`src/rtl/block_stream_gen.sv`:
```
// Token-to-ASCII stream transmitter for the BlockChecker interface.
// Buffers word tokens in a FIFO, serialises them with space separators and tracks nesting.
module block_stream_gen #(
   parameter int unsigned DEPTH = 4,
   parameter int unsigned CNT_W = 8
) (
   input  logic             clk,
   input  logic             reset,
   input  logic             tok_valid,
   input  logic [1:0]       tok_type,
   input  logic             tok_upper,
   output logic             tok_ready,
   output logic [7:0]       out,
   output logic             out_valid,
   output logic             expect_result,
   output logic [CNT_W-1:0] depth,
   output logic             busy
);
   localparam int unsigned PTR_W  = (DEPTH > 1) ? $clog2(DEPTH) : 1;
   localparam int unsigned FCNT_W = $clog2(DEPTH + 1);
   localparam logic [1:0]  T_BEGIN = 2'b00;
   localparam logic [1:0]  T_END   = 2'b01;
   localparam logic [1:0]  T_A     = 2'b10;
   localparam logic [7:0]  SPACE   = 8'h20;

   typedef enum logic [1:0] {S_IDLE, S_EMIT, S_SEP} state_t;

   state_t              state, state_nxt;
   logic [1:0]          fifo_type  [DEPTH];
   logic                fifo_upper [DEPTH];
   logic [PTR_W-1:0]    wr_ptr, rd_ptr;
   logic [FCNT_W-1:0]   count;
   logic                push, pop, fifo_empty;
   logic [1:0]          cur_type, cur_type_nxt;
   logic                cur_upper, cur_upper_nxt;
   logic [2:0]          idx, idx_nxt;
   logic [7:0]          out_nxt;
   logic                valid_nxt, err, err_nxt;
   logic [CNT_W-1:0]    depth_nxt;

   // Letter i of a word; only the first letter honours the uppercase flag.
   function automatic logic [7:0] letter(input logic [1:0] t, input logic [2:0] i, input logic up);
      logic [7:0] c;
      c = SPACE;
      case (t)
         T_BEGIN: case (i)
            3'd0: c = 8'h62;  3'd1: c = 8'h65;  3'd2: c = 8'h67;  3'd3: c = 8'h69;
            default: c = 8'h6E;
         endcase
         T_END: case (i)
            3'd0: c = 8'h65;  3'd1: c = 8'h6E;
            default: c = 8'h64;
         endcase
         T_A: c = 8'h61;
         default: case (i)
            3'd0: c = 8'h65;  3'd1: c = 8'h6E;  3'd2: c = 8'h64;
            default: c = 8'h73;
         endcase
      endcase
      if (up && i == 3'd0) c = c - 8'h20;
      return c;
   endfunction

   function automatic logic [2:0] word_len(input logic [1:0] t);
      case (t)
         T_BEGIN: return 3'd5;
         T_END:   return 3'd3;
         T_A:     return 3'd1;
         default: return 3'd4;
      endcase
   endfunction

   assign fifo_empty = (count == '0);
   assign tok_ready  = (count != FCNT_W'(DEPTH));
   assign push       = tok_valid && tok_ready;
   assign busy       = !fifo_empty || (state != S_IDLE);

   // Token FIFO storage; contents are don't-care while the count says empty.
   always_ff @(posedge clk) begin
      if (push) begin
         fifo_type[wr_ptr]  <= tok_type;
         fifo_upper[wr_ptr] <= tok_upper;
      end
   end

   always_ff @(posedge clk) begin
      if (reset) begin
         wr_ptr <= '0;
         rd_ptr <= '0;
         count  <= '0;
      end else begin
         if (push) wr_ptr <= wr_ptr + PTR_W'(1);
         if (pop)  rd_ptr <= rd_ptr + PTR_W'(1);
         if (push && !pop)      count <= count + FCNT_W'(1);
         else if (pop && !push) count <= count - FCNT_W'(1);
      end
   end

   always_ff @(posedge clk) begin
      if (reset) state <= S_IDLE;
      else       state <= state_nxt;
   end

   always_comb begin
      state_nxt = state;
      case (state)
         S_IDLE:  if (!fifo_empty) state_nxt = S_EMIT;
         S_EMIT:  if (idx == word_len(cur_type)) state_nxt = S_SEP;
         S_SEP:   state_nxt = fifo_empty ? S_IDLE : S_EMIT;
         default: state_nxt = S_IDLE;
      endcase
   end

   // Next byte, token pickup and nesting update (nesting commits when leaving SEP).
   always_comb begin
      pop           = 1'b0;
      out_nxt       = SPACE;
      valid_nxt     = 1'b0;
      idx_nxt       = idx;
      cur_type_nxt  = cur_type;
      cur_upper_nxt = cur_upper;
      depth_nxt     = depth;
      err_nxt       = err;
      case (state)
         S_IDLE: pop = !fifo_empty;
         S_EMIT: begin
            valid_nxt = 1'b1;
            if (idx != word_len(cur_type)) begin
               out_nxt = letter(cur_type, idx, cur_upper);
               idx_nxt = idx + 3'd1;
            end
         end
         S_SEP: begin
            pop = !fifo_empty;
            if (cur_type == T_BEGIN) begin
               if (depth != {CNT_W{1'b1}}) depth_nxt = depth + CNT_W'(1);
            end else if (cur_type == T_END) begin
               if (depth != '0) depth_nxt = depth - CNT_W'(1);
               else             err_nxt   = 1'b1;
            end
         end
         default: ;
      endcase
      if (pop) begin
         cur_type_nxt  = fifo_type[rd_ptr];
         cur_upper_nxt = fifo_upper[rd_ptr];
         out_nxt       = letter(fifo_type[rd_ptr], 3'd0, fifo_upper[rd_ptr]);
         valid_nxt     = 1'b1;
         idx_nxt       = 3'd1;
      end
   end

   always_ff @(posedge clk) begin
      if (reset) begin
         out           <= SPACE;
         out_valid     <= 1'b0;
         idx           <= '0;
         cur_type      <= T_A;
         cur_upper     <= 1'b0;
         depth         <= '0;
         err           <= 1'b0;
         expect_result <= 1'b1;
      end else begin
         out           <= out_nxt;
         out_valid     <= valid_nxt;
         idx           <= idx_nxt;
         cur_type      <= cur_type_nxt;
         cur_upper     <= cur_upper_nxt;
         depth         <= depth_nxt;
         err           <= err_nxt;
         expect_result <= (depth_nxt == '0) && !err_nxt;
      end
   end
endmodule
```
`config.mk`:
```
export PLATFORM = sky130hd
export DESIGN_NAME = block_stream_gen
export DESIGN_NICKNAME = d
export VERILOG_FILES = /design/src/rtl/block_stream_gen.sv
export SDC_FILE = /design/constraint.sdc
export NUM_CORES = 1
export LEC_CHECK = 0
export CAP_MARGIN = 20
export CORE_ASPECT_RATIO = 0.7
export CORE_MARGIN = 5
export CORE_UTILIZATION = 49
export CTS_BUF_LIST = sky130_fd_sc_hd__clkbuf_2 sky130_fd_sc_hd__clkbuf_4 sky130_fd_sc_hd__clkbuf_8
export DETAILED_ROUTE_END_ITERATION = 7
export DONT_BUFFER_PORTS = 1
export GPL_TIMING_DRIVEN = 0
export HOLD_SLACK_MARGIN = 0.08
export MAX_ROUTING_LAYER = met4
export PLACE_DENSITY_LB_ADDON = 0.2
export SYNTH_ARGS = -nofsm -noshare
export SYNTH_HDL_FRONTEND = slang
export SYNTH_SLANG_ARGS = --single-unit
```
`constraint.sdc`:
```
create_clock -name clk -period 5.1 [get_ports clk]
set_input_delay 1.275 -clock clk [delete_from_list [all_inputs] [get_ports clk]]
set_output_delay 1.275 -clock clk [all_outputs]
set_load 0.005 [all_outputs]
```
* Word-level counts from Yosys, hierarchy flattened
Memories as Yosys holds them, arrays and structs flattened. A register that Yosys moved wholly into a read port is not among the register bits. Index checks and enable logic that the tools add are counted.
Storage, ports and cells: register bits 34, RAM bits 12, bits of input ports 6, output and inout port bits 20, logic and storage cells 106, memories 2
Memory list:
- fifo_type | words 4, bits a word 2, read ports 1, clocked after Yosys merged registers in 1, wr ports 1, line 29 | logic [1:0] fifo_type [DEPTH];
- fifo_upper | words 4, bits a word 1, read ports 1, clocked after Yosys merged registers in 1, wr ports 1, line 30 | logic fifo_upper [DEPTH];
Cells by class: add/subtract/negate cells 9, eq/ne operators 14, muxes and demuxes 42, reductions and logical operators 26
Operators by type and width (number):
- $mux 8 | 13
- $pmux 8 s3 | 1
- $pmux 4 s4 | 1
- $sub 8x6->8 const B | 2
- $pmux 5 s3 | 1
- $mux 1 | 13
- $mux 2 | 6
- $mux 3 | 3
- $pmux 3 s3 | 1
- $add 8x1->8 const B | 1
- $logic_not 8->1 | 1
- $ne 8x8->1 const B | 1
- $pmux 4 s2 | 1
- $reduce_bool 2->1 | 4
- $reduce_bool 8->1 | 1
- $sub 8x1->8 const B | 1
- $add 3x1->3 const B | 2
- $eq 2x2->1 const B | 3
- $eq 3x2->1 const B | 2
- $logic_not 2->1 | 3
- $logic_not 3->1 | 2
- $pmux 2 s3 | 1
- $pmux 3 s2 | 1
- $reduce_and 2->1 | 3
- 12 further kinds | 23

* Longest topological paths before layout
Gate-level depths: netlist of the first run.
word-level depth 11, mapped depth 10, depth with buffers taken out 9

* Least setup slack after synthesis of the first run
No wires, ideal clock.
kind input to register, from input port tok_valid, to register count[2], library setup time 0.071 ns, arrival 2.722 ns, required time 5.029 ns, slack 2.307 ns, stages 8, path buffers 1, cells stage by stage and2_1 clkbuf_1 ha_1 inv_1 fa_1 xor2_1 or3_1 a21oi_1
On the way: cells in the longest elaborated chain, start to end 4, elaborated cells between the ends (all ways) 6, classes of those cells mux (1); reduce/logical (5)
Ends and longest elaborated chain:
- from (decl) | line 9 | input logic tok_valid,
- $logic_and 1x1->1 * | line 75 | assign push = tok_valid && tok_ready;
- via push | line 33 | logic push, pop, fifo_empty;
- $logic_not 1->1 | line 95 | else if (pop && !push) count <= count - FCNT_W'(1);
- $logic_and 1x1->1 | line 95
- $reduce_bool 2->1 (no line)
- to (signal assigned) | line 94 | if (push && !pop) count <= count + FCNT_W'(1);
- to (signal assigned) | line 95
- to (decl) | line 32 | logic [FCNT_W-1:0] count;
Mark *: on every way through the listed nets, which the timed path passes. The rest lies on a longest branch. A chain may end at the register's enable or synchronous reset.

* Worst setup path after layout of the first run
Same ends and word-level chain as after synthesis.

==> flow_metrics.tcl, run 1 <==
set metrics [dict create \
    finalHoldViolCount 0 \
    ys_seq_area_share_pct 41.0 \
    layout.nets 303 \
    power_frac_seq_pct 39.5 \
    timing.max_slew.rel_slack_pct 54.4 \
    synth_xor_area_share_pct 3.39 \
    hold_ws_ns 0.463 \
    core_area_mm2 0.00517 \
    start_kind "input port" \
    setup_viol 0 \
    fin_area_mm2 0.00277 \
    yosysUniqueCellTypes 60 \
    placed_cell_area_mm2 0.00268 \
    ioPinCount 26 \
    vias_per_cell 5.61 \
    first_global_vias 1721 \
    min_period_ns 2.56 \
    synthSimpleGateAreaFrac_pct 22.5 \
    antenna_found_initial 0 \
    slowest_stage "fa_1" \
    p_leak_nw 1.06 \
    holdPathStages 2 \
    clock_power_share_pct 17.1 \
    diodes 0 \
    path_cells "and2_1 -> clkbuf_1 -> ha_1 -> inv_1 -> fa_1 -> xor2_1 -> or3_1 -> a21oi_1" \
    drt_iter0_markers 149 \
    drv_cap 0 \
    rows 22 \
    crit_arrival_ns 2.80 \
    synth_top_family_by_area "simple AND/OR/NAND/NOR gates" \
    p_comb_share_pct 43.4 \
    cp_max_fo 5 \
    postSynthCellCount 272 \
    utilization_pct 53.5 \
    num_vias 1976 \
    outcome "completed" \
    p_int_mw 0.798 \
    ff2ff_setup_slack_ns 2.55 \
    synthAdderAreaFrac_pct 9.00 \
    drtAntennaViolNets 0 \
    ys_ff_latch 47 \
    worst_slew_pin_slew_ns 0.682 \
    crit_family "adder cells" \
    syn_area_mm2 0.00258 \
    yosys_warnings 0 \
    ctsHtreeMaxLevel 2 \
    min_to "cur_upper" \
    area_growth_pct 7.02 \
    cts.root.buffer_cell "clkbuf_8" \
    die_y_um 70.8 \
    finalNonFillerCells 352 \
    cp-end-kind "register" \
    wl_um 5360 \
    start_util_pct 50.0 \
    p_total_mw 1.36 \
    drc 0 \
    crit_buf_inv 2 \
    yosys_most_used_dff "dfxtp_1" \
    period_share_pct 50.3 \
    finalSetupTns_ns 0 \
    muxShareOfSynthArea_pct 4.94 \
    ys_async_sr_fraction_pct 0 \
    critical_path_class "input port to register" \
    cts_buffer_depth 2 \
    r2r_end "count[2]" \
    cts.sinks 47 \
    worstHoldStart "cur_upper" \
    grt_max_degree 17 \
    finalMaxSlewViolations 0 \
    synth-compound-area-share_pct 13.9 \
    dp_hpwl_um 3940 \
    hold_path.class "register to register" \
    p_switching_mw 0.562 \
    ctsResizeCount 0 \
    r2r_start "count[0]" \
    ctsHoldBuffers 0 \
    avgSynthCellArea_um2 9.50 \
    clk_latency_ns 0.31 \
    layout-drive-gt1-share_pct 8.93 \
    clk_pin_slew_worst_paths_ns 0.09 \
    nFillCells 502 \
    grt_pass1_wl_um 8830 \
    rsz0062_at_grt "false" \
    die_w_um 96.8 \
    cts_tree "done" \
    synth-edff-count 12 \
    finClkSkew_ns 0.0115 \
    p_sw_share_pct 41.3 \
    worst_slack_ns 2.54 \
    dp_cells 344 \
    post_cts_buffers 0 \
    post_drt_wl_per_cell_um 15.2 \
    numCtsBuffers 5 \
    slowest_delay_ns 0.38 \
    ff2ff_path_depth 9 \
    gp_congestion 0.886 \
    overflow 0 \
    syn-num-nets 296 \
    dieArea_mm2 0.00685 \
    power.density_mw_per_mm2 492 \
    pre_cts_slack_ns 2.19 \
    numPortBuffers 0 \
    required_ns 5.34 \
    max-vdd-ir-drop_mv 0.198 \
    fmax_ghz 0.390 \
    grt_usage_pct 16.4 \
    first_pass_iters 4 \
]
[power groups by stage]
stage / sequential (mW) / clock, mW / combinational [mW]
after floorplan: 0.529 / 0 / 0.469
after global placement: 0.546 / 0 / 0.577
after detailed placement: 0.548 / 0 / 0.582
after CTS: 0.539 / 0.239 / 0.588
after global routing: 0.549 / 0.259 / 0.663
final: 0.538 / 0.232 / 0.590
[cell families after synthesis]
family                     Yosys count
muxes                                9
xor gates and xnor gates            10
adders and majority gates           18
AOI/OAI and AO/OA                   51
other                                1
and+or+nand+nor                    105
buffers and inverters               31
DFF                                 47
[worst max-delay path by stage]
stage,from,endpoint,slack [ns],cells past startpoint
3_3_place_gp,tok_valid,count[2],2.25,8
3_5_place_dp,tok_valid,count[2],2.19,8
2_1_floorplan,tok_valid,count[2],2.31,8
4_1_cts,tok_valid,count[2],2.52,8
6_report,tok_valid,count[2],2.54,8
5_1_grt,count[0],count[2],2.37,9
[state kept, by name, summed over array words and instances (netlist names), named ones only]
| name | count |
|---|---|
| depth | 8 |
| fifo_type | 8 |
| out | 7 |
| fifo_upper | 4 |
| count | 3 |
| idx | 3 |
| cur_type | 2 |
| rd_ptr | 2 |
| state | 2 |
| wr_ptr | 2 |
| cur_upper | 1 |
| err | 1 |
| expect_result | 1 |
| out_valid | 1 |
[worst min-delay path: stages, from the launching register on]
cell and delay (ns):
dfxtp_1 0.32, nand2_1 0.05, a21oi_1 0.05
[cells in the mapped netlist (3+ instances only)]
master	number	area, um^2
nor3b_1	4	30.0
o211ai_1	4	30.0
and2_1	3	18.8
nor2_1	29	109
dfxtp_1	35	701
mux2i_1	6	60.1
mux4_2	3	67.6
nor3_1	7	35.0
clkbuf_1	9	33.8
a211oi_1	3	22.5
nor2b_1	4	25.0
ha_1	17	213
o21ai_0	9	45.0
edfxtp_1	12	360
nand3_1	7	35.0
a21oi_1	13	65.1
and3_1	9	56.3
nand4_1	6	37.5
inv_1	15	56.3
xor2_1	5	43.8
buf_2	3	15.0
nand2b_1	4	25.0
nand2_1	20	75.1
xnor2_1	5	43.8
[layout make-up]
type	count	area, um^2	share of cell area [%]
well taps	72	90.1	3.26
flip-flops and latches	47	1060	38.4
multi-input cells	194	1390	50.3
clock inverters	3	22.5	0.814
inverters	15	56.3	2.04
clock buffers	5	68.8	2.49
plain buffers	16	76.3	2.76
[layer usage]
layer	vias up	track usage, %	part of all wire (%)
met4	0	5.61	1.6
met2	78	22.8	41
li1	988	-	-
met5	-	-	0
met3	7	3.84	7.1
met1	903	23.4	50
[placed cells by master (no fill, tap or decap), types with 3 or more instances in the layout]
master	count
a21oi_1	13
inv_1	15
nor2_1	29
xnor2_1	5
clkbuf_8	5
mux4_2	3
nand2b_1	4
a211oi_1	3
and2_1	3
dfxtp_1	35
o21ai_0	9
mux2i_1	6
clkbuf_1	9
nand2_1	20
and3_1	9
nand4_1	6
edfxtp_1	12
nor3_1	7
xor2_1	5
ha_1	17
nor2b_1	4
o211ai_1	4
buf_2	3
nor3b_1	4
nand3_1	7
Power figures use the tool's default switching activity.
==> run 2: changes to the inputs <==
--- a/config.mk
+++ b/config.mk
@@ -5,6 +5,7 @@
 export SDC_FILE = /design/constraint.sdc
 export NUM_CORES = 1
 export LEC_CHECK = 0
+export ABC_AREA = 1
 export CAP_MARGIN = 20
 export CORE_ASPECT_RATIO = 0.7
 export CORE_MARGIN = 5
==> constraint.sdc (replaced) <==
create_clock -name clk -period 2.4 [get_ports clk]
set_input_delay 0.6 -clock clk [delete_from_list [all_inputs] [get_ports clk]]
set_output_delay 0.6 -clock clk [all_outputs]
set_load 0.005 [all_outputs]
==> run 2 against run 1 <==
First-iteration DRC count increased by 13%. Cell count is 24% higher. Synthesized cell count increased by 31%. Sequential cell count did not move. Largest cell class unchanged. Largest power group unchanged.
==> flow_metrics.tcl, run 2 <==
set metrics [dict create \
    outcome "completed" \
    synthTopCellsByArea "dfxtp_1, edfxtp_1, nand2_1" \
    ys_ff_latch 47 \
    crit_family "adder cells" \
    overflow 0 \
    yosys_warnings 0 \
    drt_iter0_markers 169 \
    layout.nets 386 \
    timing.max_slew.rel_slack_pct 65.4 \
    grt_usage_pct 17.8 \
    ff_latch_area_mm2 0.00106 \
    die_w_um 97.7 \
    dieArea_mm2 0.00698 \
    dp_hpwl_um 4510 \
    final_cell_mix "nand2_1, inv_1, nor2_1" \
    grt_max_degree 16 \
    rsz0062_at_grt "false" \
    avgSynthCellArea_um2 7.44 \
    start_kind "register" \
    cts.root.buffer_cell "clkbuf_8" \
    p_total_mw 2.87 \
    crit_arrival_ns 2.28 \
    p_int_mw 1.62 \
    ys_async_sr_fraction_pct 0 \
    cp-end-kind "register" \
    die_y_um 71.4 \
    cp.depth 10 \
    path_cells "nor3_2 -> nor2_2 -> inv_2 -> ha_1 -> inv_1 -> fa_1 -> a21oi_1 -> o21ai_0 -> o21ai_0 -> a21oi_1" \
    cp_max_fo 10 \
    numPortBuffers 0 \
    multi_input_area_mm2 0.00135 \
    yosysUniqueCellTypes 38 \
    worst_slew_pin_slew_ns 0.514 \
    postSynthCellCount 355 \
    numCtsBuffers 5 \
    yosysTopAreaCellShare_pct 26.5 \
    syn-num-nets 379 \
    nFillCells 517 \
    p_comb_share_pct 42.8 \
    gp_congestion 0.987 \
    max-vdd-ir-drop_mv 0.676 \
    drtAntennaViolNets 0 \
    rows 22 \
    final_common_cell "nand2_1" \
    first_pass_iters 4 \
    syn_area_mm2 0.00264 \
    core_area_mm2 0.00523 \
    min_period_ns 2.09 \
    power_frac_seq_pct 40.4 \
    ys_seq_area_share_pct 40.2 \
    period_share_pct 87.2 \
    ctsHoldBuffers 0 \
    slowest_delay_ns 0.37 \
    clock_power_share_pct 16.8 \
    hold_path.class "input port to register" \
    synth-edff-count 12 \
    slowest_stage "dfxtp_1" \
    start_util_pct 50.5 \
    p_switching_mw 1.25 \
    critical_path_class "register to register" \
    crit_buf_inv 2 \
    synth.most_common_cell "nand2_1" \
    synth_top_cell_by_area "dfxtp_1" \
    first_global_vias 2036 \
    finalMaxSlewViolations 0 \
    setup_viol 0 \
    ioPinCount 26 \
    area_growth_pct 6.92 \
    ff2ff_path_depth 10 \
    clk_latency_ns 0.30 \
    power.density_mw_per_mm2 1020 \
    largestRegisters "depth x8, fifo_type x8, out x7" \
    wl_um 5950 \
    finalHoldViolCount 0 \
    finalSetupTns_ns 0 \
    cts.sinks 47 \
    required_ns 2.59 \
    drv_cap 0 \
    p_leak_nw 1.24 \
    clk_pin_slew_worst_paths_ns 0.09 \
    ctsResizeCount 0 \
    num_vias 2289 \
    vias_per_cell 5.26 \
    fmax_ghz 0.478 \
    ctsHtreeMaxLevel 2 \
    layout-drive-gt1-share_pct 10.2 \
    post_cts_buffers 0 \
    drc 0 \
    grt_pass1_wl_um 9860 \
    yosys_most_used_dff "dfxtp_1" \
    antenna_found_initial 0 \
    diodes 0 \
    p_sw_share_pct 43.5 \
    cts_tree "done" \
    cts_buffer_depth 2 \
    yosys-top-cells-count "nand2_1, inv_1, nor2_1, dfxtp_1, a21oi_1" \
    post_drt_wl_per_cell_um 13.7 \
    holdPathStages 0 \
    finClkSkew_ns 0.00435 \
]
## run 2: changes by cell type after synthesis, sizes merged, moves of 6 or more
cell,previous run,this run
clkbuf,10,3
nand3,7,25
nor2,30,42
o21ai,9,26
and3,9,1
inv,15,46
nand2,20,85
mux2i,6,0
a21oi,13,30
## run 2: final timing paths
| path | from | slack (ns) | end |
|---|---|---|---|
| setup / recovery | count[0] | 0.31 | count[2] |
| hold / removal | tok_upper | 0.39 | fifo_upper[3] |
| setup reg to reg | count[0] | 0.31 | count[2] |
| hold reg to reg | rd_ptr[1] | 0.47 | register |
## run 2: cell type report
type / count / area share [%]
inverters: 47 / 6.25
well taps: 72 / 3.19
flip-flops and latches: 47 / 37.6
plain buffers: 10 / 2.22
multi-input cells: 251 / 47.7
clock buffers: 5 / 2.44
clock inverters: 3 / 0.665
## run 2: stage by stage
stage          std cells  cell area [um^2]  hold slack [ns]  setup slack [ns]  utilization [%]
3_3_place_gp         427              2730            0.452             0.215             52.2
3_5_place_dp         427              2730            0.462             0.216             52.2
6_report             435              2820            0.389             0.307             54.0
4_1_cts              435              2820            0.379             0.191             53.9
2_1_floorplan        355              2640            0.436             0.462                -
5_1_grt              435              2820            0.367            0.0310             54.0
## run 2: logic make-up after synthesis
logic type	share of synthesized area, %
flip-flops	40.2
AO/OA/AOI/OAI	13.4
adder cells (fa/ha/maj)	8.82
XOR/XNOR	0.664
AND/OR/NAND/NOR	27.8
buffers and inverters	9.05
other	0.142
## run 2: routing by layer
layer  routed length, um  GRT usage (%)  up-vias  part of all wire, %
li1                    -              -     1168                    -
met1                3100           25.7     1043                   52
met2                2400           25.1       74                   40
met3                 419           4.77        4                  7.0
met4                  31           3.38        0                 0.52
met5                   0              -        -                    0
## run 2: power groups by stage
stage          logic (mW)  clock network [mW]  registers (mW)
2_1_floorplan       0.958                   0            1.14
3_3_place_gp         1.20                   0            1.17
3_5_place_dp         1.21                   0            1.17
4_1_cts              1.22               0.498            1.16
5_1_grt              1.43               0.531            1.18
6_report             1.23               0.482            1.16
==> run 3: changes to the inputs <==
--- a/config.mk
+++ b/config.mk
@@ -5,7 +5,6 @@
 export SDC_FILE = /design/constraint.sdc
 export NUM_CORES = 1
 export LEC_CHECK = 0
-export ABC_AREA = 1
 export CAP_MARGIN = 20
 export CORE_ASPECT_RATIO = 0.7
 export CORE_MARGIN = 5
==> run 3 against run 2 <==
Global-route usage fell by 1.4 points. Maximum frequency fell by 10%. Register-to-register slack got worse by 0.24 ns. Largest power group unchanged. Critical endpoint is now expect_result.
==> flow_metrics.tcl, run 3 (synthesis gave the netlist of run 1 again) <==
set metrics [dict create \
    grt_max_degree 17 \
    hold_path.class "input port to register" \
    wl_um 5340 \
    outcome "completed" \
    ctsHoldBuffers 0 \
    cts.root.buffer_cell "clkbuf_8" \
    clk_pin_slew_worst_paths_ns 0.09 \
    finalSetupTns_ns 0 \
    layout.nets 302 \
    hold_ws_ns 0.383 \
    antenna_found_initial 0 \
    drt_iter0_markers 155 \
    layout-drive-gt1-share_pct 13.3 \
    diodes 0 \
    drc 0 \
    cts_tree "done" \
    ioPinCount 26 \
    gp_congestion 0.886 \
    cp_max_fo 7 \
    first_global_vias 1728 \
    clk_latency_ns 0.31 \
    start_util_pct 50.0 \
    final_common_cell "dfxtp_1" \
    rsz0062_at_grt "false" \
    drv_cap 0 \
    drtAntennaViolNets 0 \
    area_growth_pct 8.23 \
    fmax_ghz 0.429 \
    rows 22 \
    p_leak_nw 1.07 \
    cts.sinks 47 \
    numPortBuffers 0 \
    die_w_um 96.8 \
    final_cell_mix "dfxtp_1, nor2_1, nand2_1" \
    finalMaxSlewViolations 0 \
    overflow 0 \
    max-vdd-ir-drop_mv 0.422 \
    crit_arrival_ns 2.53 \
    critical_path_class "register to register" \
    required_ns 2.60 \
    die_y_um 70.8 \
    power.density_mw_per_mm2 1050 \
    grt_pass1_wl_um 8850 \
    setup_viol 0 \
    ctsHtreeMaxLevel 2 \
    period_share_pct 97.1 \
    utilization_pct 54.1 \
    timing.max_slew.rel_slack_pct 63.3 \
    core_area_mm2 0.00517 \
    largestRegisters "depth x8, fifo_type x8, out x7" \
    worst_slew_pin_slew_ns 0.549 \
    cp-end-kind "register" \
    dp_hpwl_um 3940 \
    p_total_mw 2.93 \
    cts_buffer_depth 2 \
    num_vias 1959 \
    vias_per_cell 5.58 \
    post_drt_wl_per_cell_um 15.2 \
    multi_input_area_mm2 0.00142 \
    finClkSkew_ns 0.00881 \
    ff_latch_area_mm2 0.00107 \
    nFillCells 503 \
    first_pass_iters 4 \
    start_kind "register" \
    dieArea_mm2 0.00685 \
    finalHoldViolCount 0 \
    post_cts_buffers 0 \
    grt_usage_pct 16.5 \
    min_period_ns 2.33 \
    numCtsBuffers 5 \
]
-- run 3: critical path, stage by stage, from the launching register on --
cell       delay, ns
dfxtp_2         0.38
inv_2           0.10
ha_1            0.16
or4b_4          0.54
nor2_8          0.15
o2111ai_1       0.18
a22oi_2         0.25
nand4_1         0.14
o41ai_2         0.33
-- run 3: repair_timing --
action,in CTS,in global routing
resized for setup,5,9
pin swaps,0,1
endpoints found under the setup margin,2,3
-- run 3: final cells by class --
class | count | share of cell area, %
Buffer | 15 | 2.64
Clock buffer | 5 | 2.46
Tap cell | 72 | 3.22
Multi-Input combinational cell | 194 | 50.8
Sequential cell | 47 | 38.1
Clock inverter | 3 | 0.805
Inverter | 15 | 2.01
-- run 3: path summary, 6_finish.rpt --
check               from         endpoint  slack, ns  cells past startpoint
max             depth[1]    expect_result       0.07                      8
min reg2reg    cur_upper        cur_upper       0.46                      2
max reg2reg     depth[1]    expect_result       0.07                      8
min          tok_type[1]  fifo_type[2][1]       0.38                      0
-- run 3: where the power goes --
group	total (mW)	leakage, nW	switching (mW)	internal (mW)
logic	1.27	0.625	0.760	0.515
clock network	0.491	0.0485	0.282	0.209
registers	1.16	0.398	0.168	0.992
total	2.93	1.07	1.21	1.72
-- run 3: per-layer routing --
metal  GRT usage, %  up-vias  routed length (um)
met5              -        -                   0
met4           5.61        0                  85
met3           4.14        7                 346
met2           22.8       57                2230
met1           23.3      912                2680
li1               -      983                   -
-- run 3: stage by stage --
step	cells	cell area [um^2]	setup WS, ns
3_3_place_gp	344	2680	-0.0987
4_1_cts	352	2780	0.00623
3_5_place_dp	344	2680	-0.139
5_1_grt	351	2800	0.0101
6_report	351	2800	0.0697
2_1_floorplan	272	2580	0.277
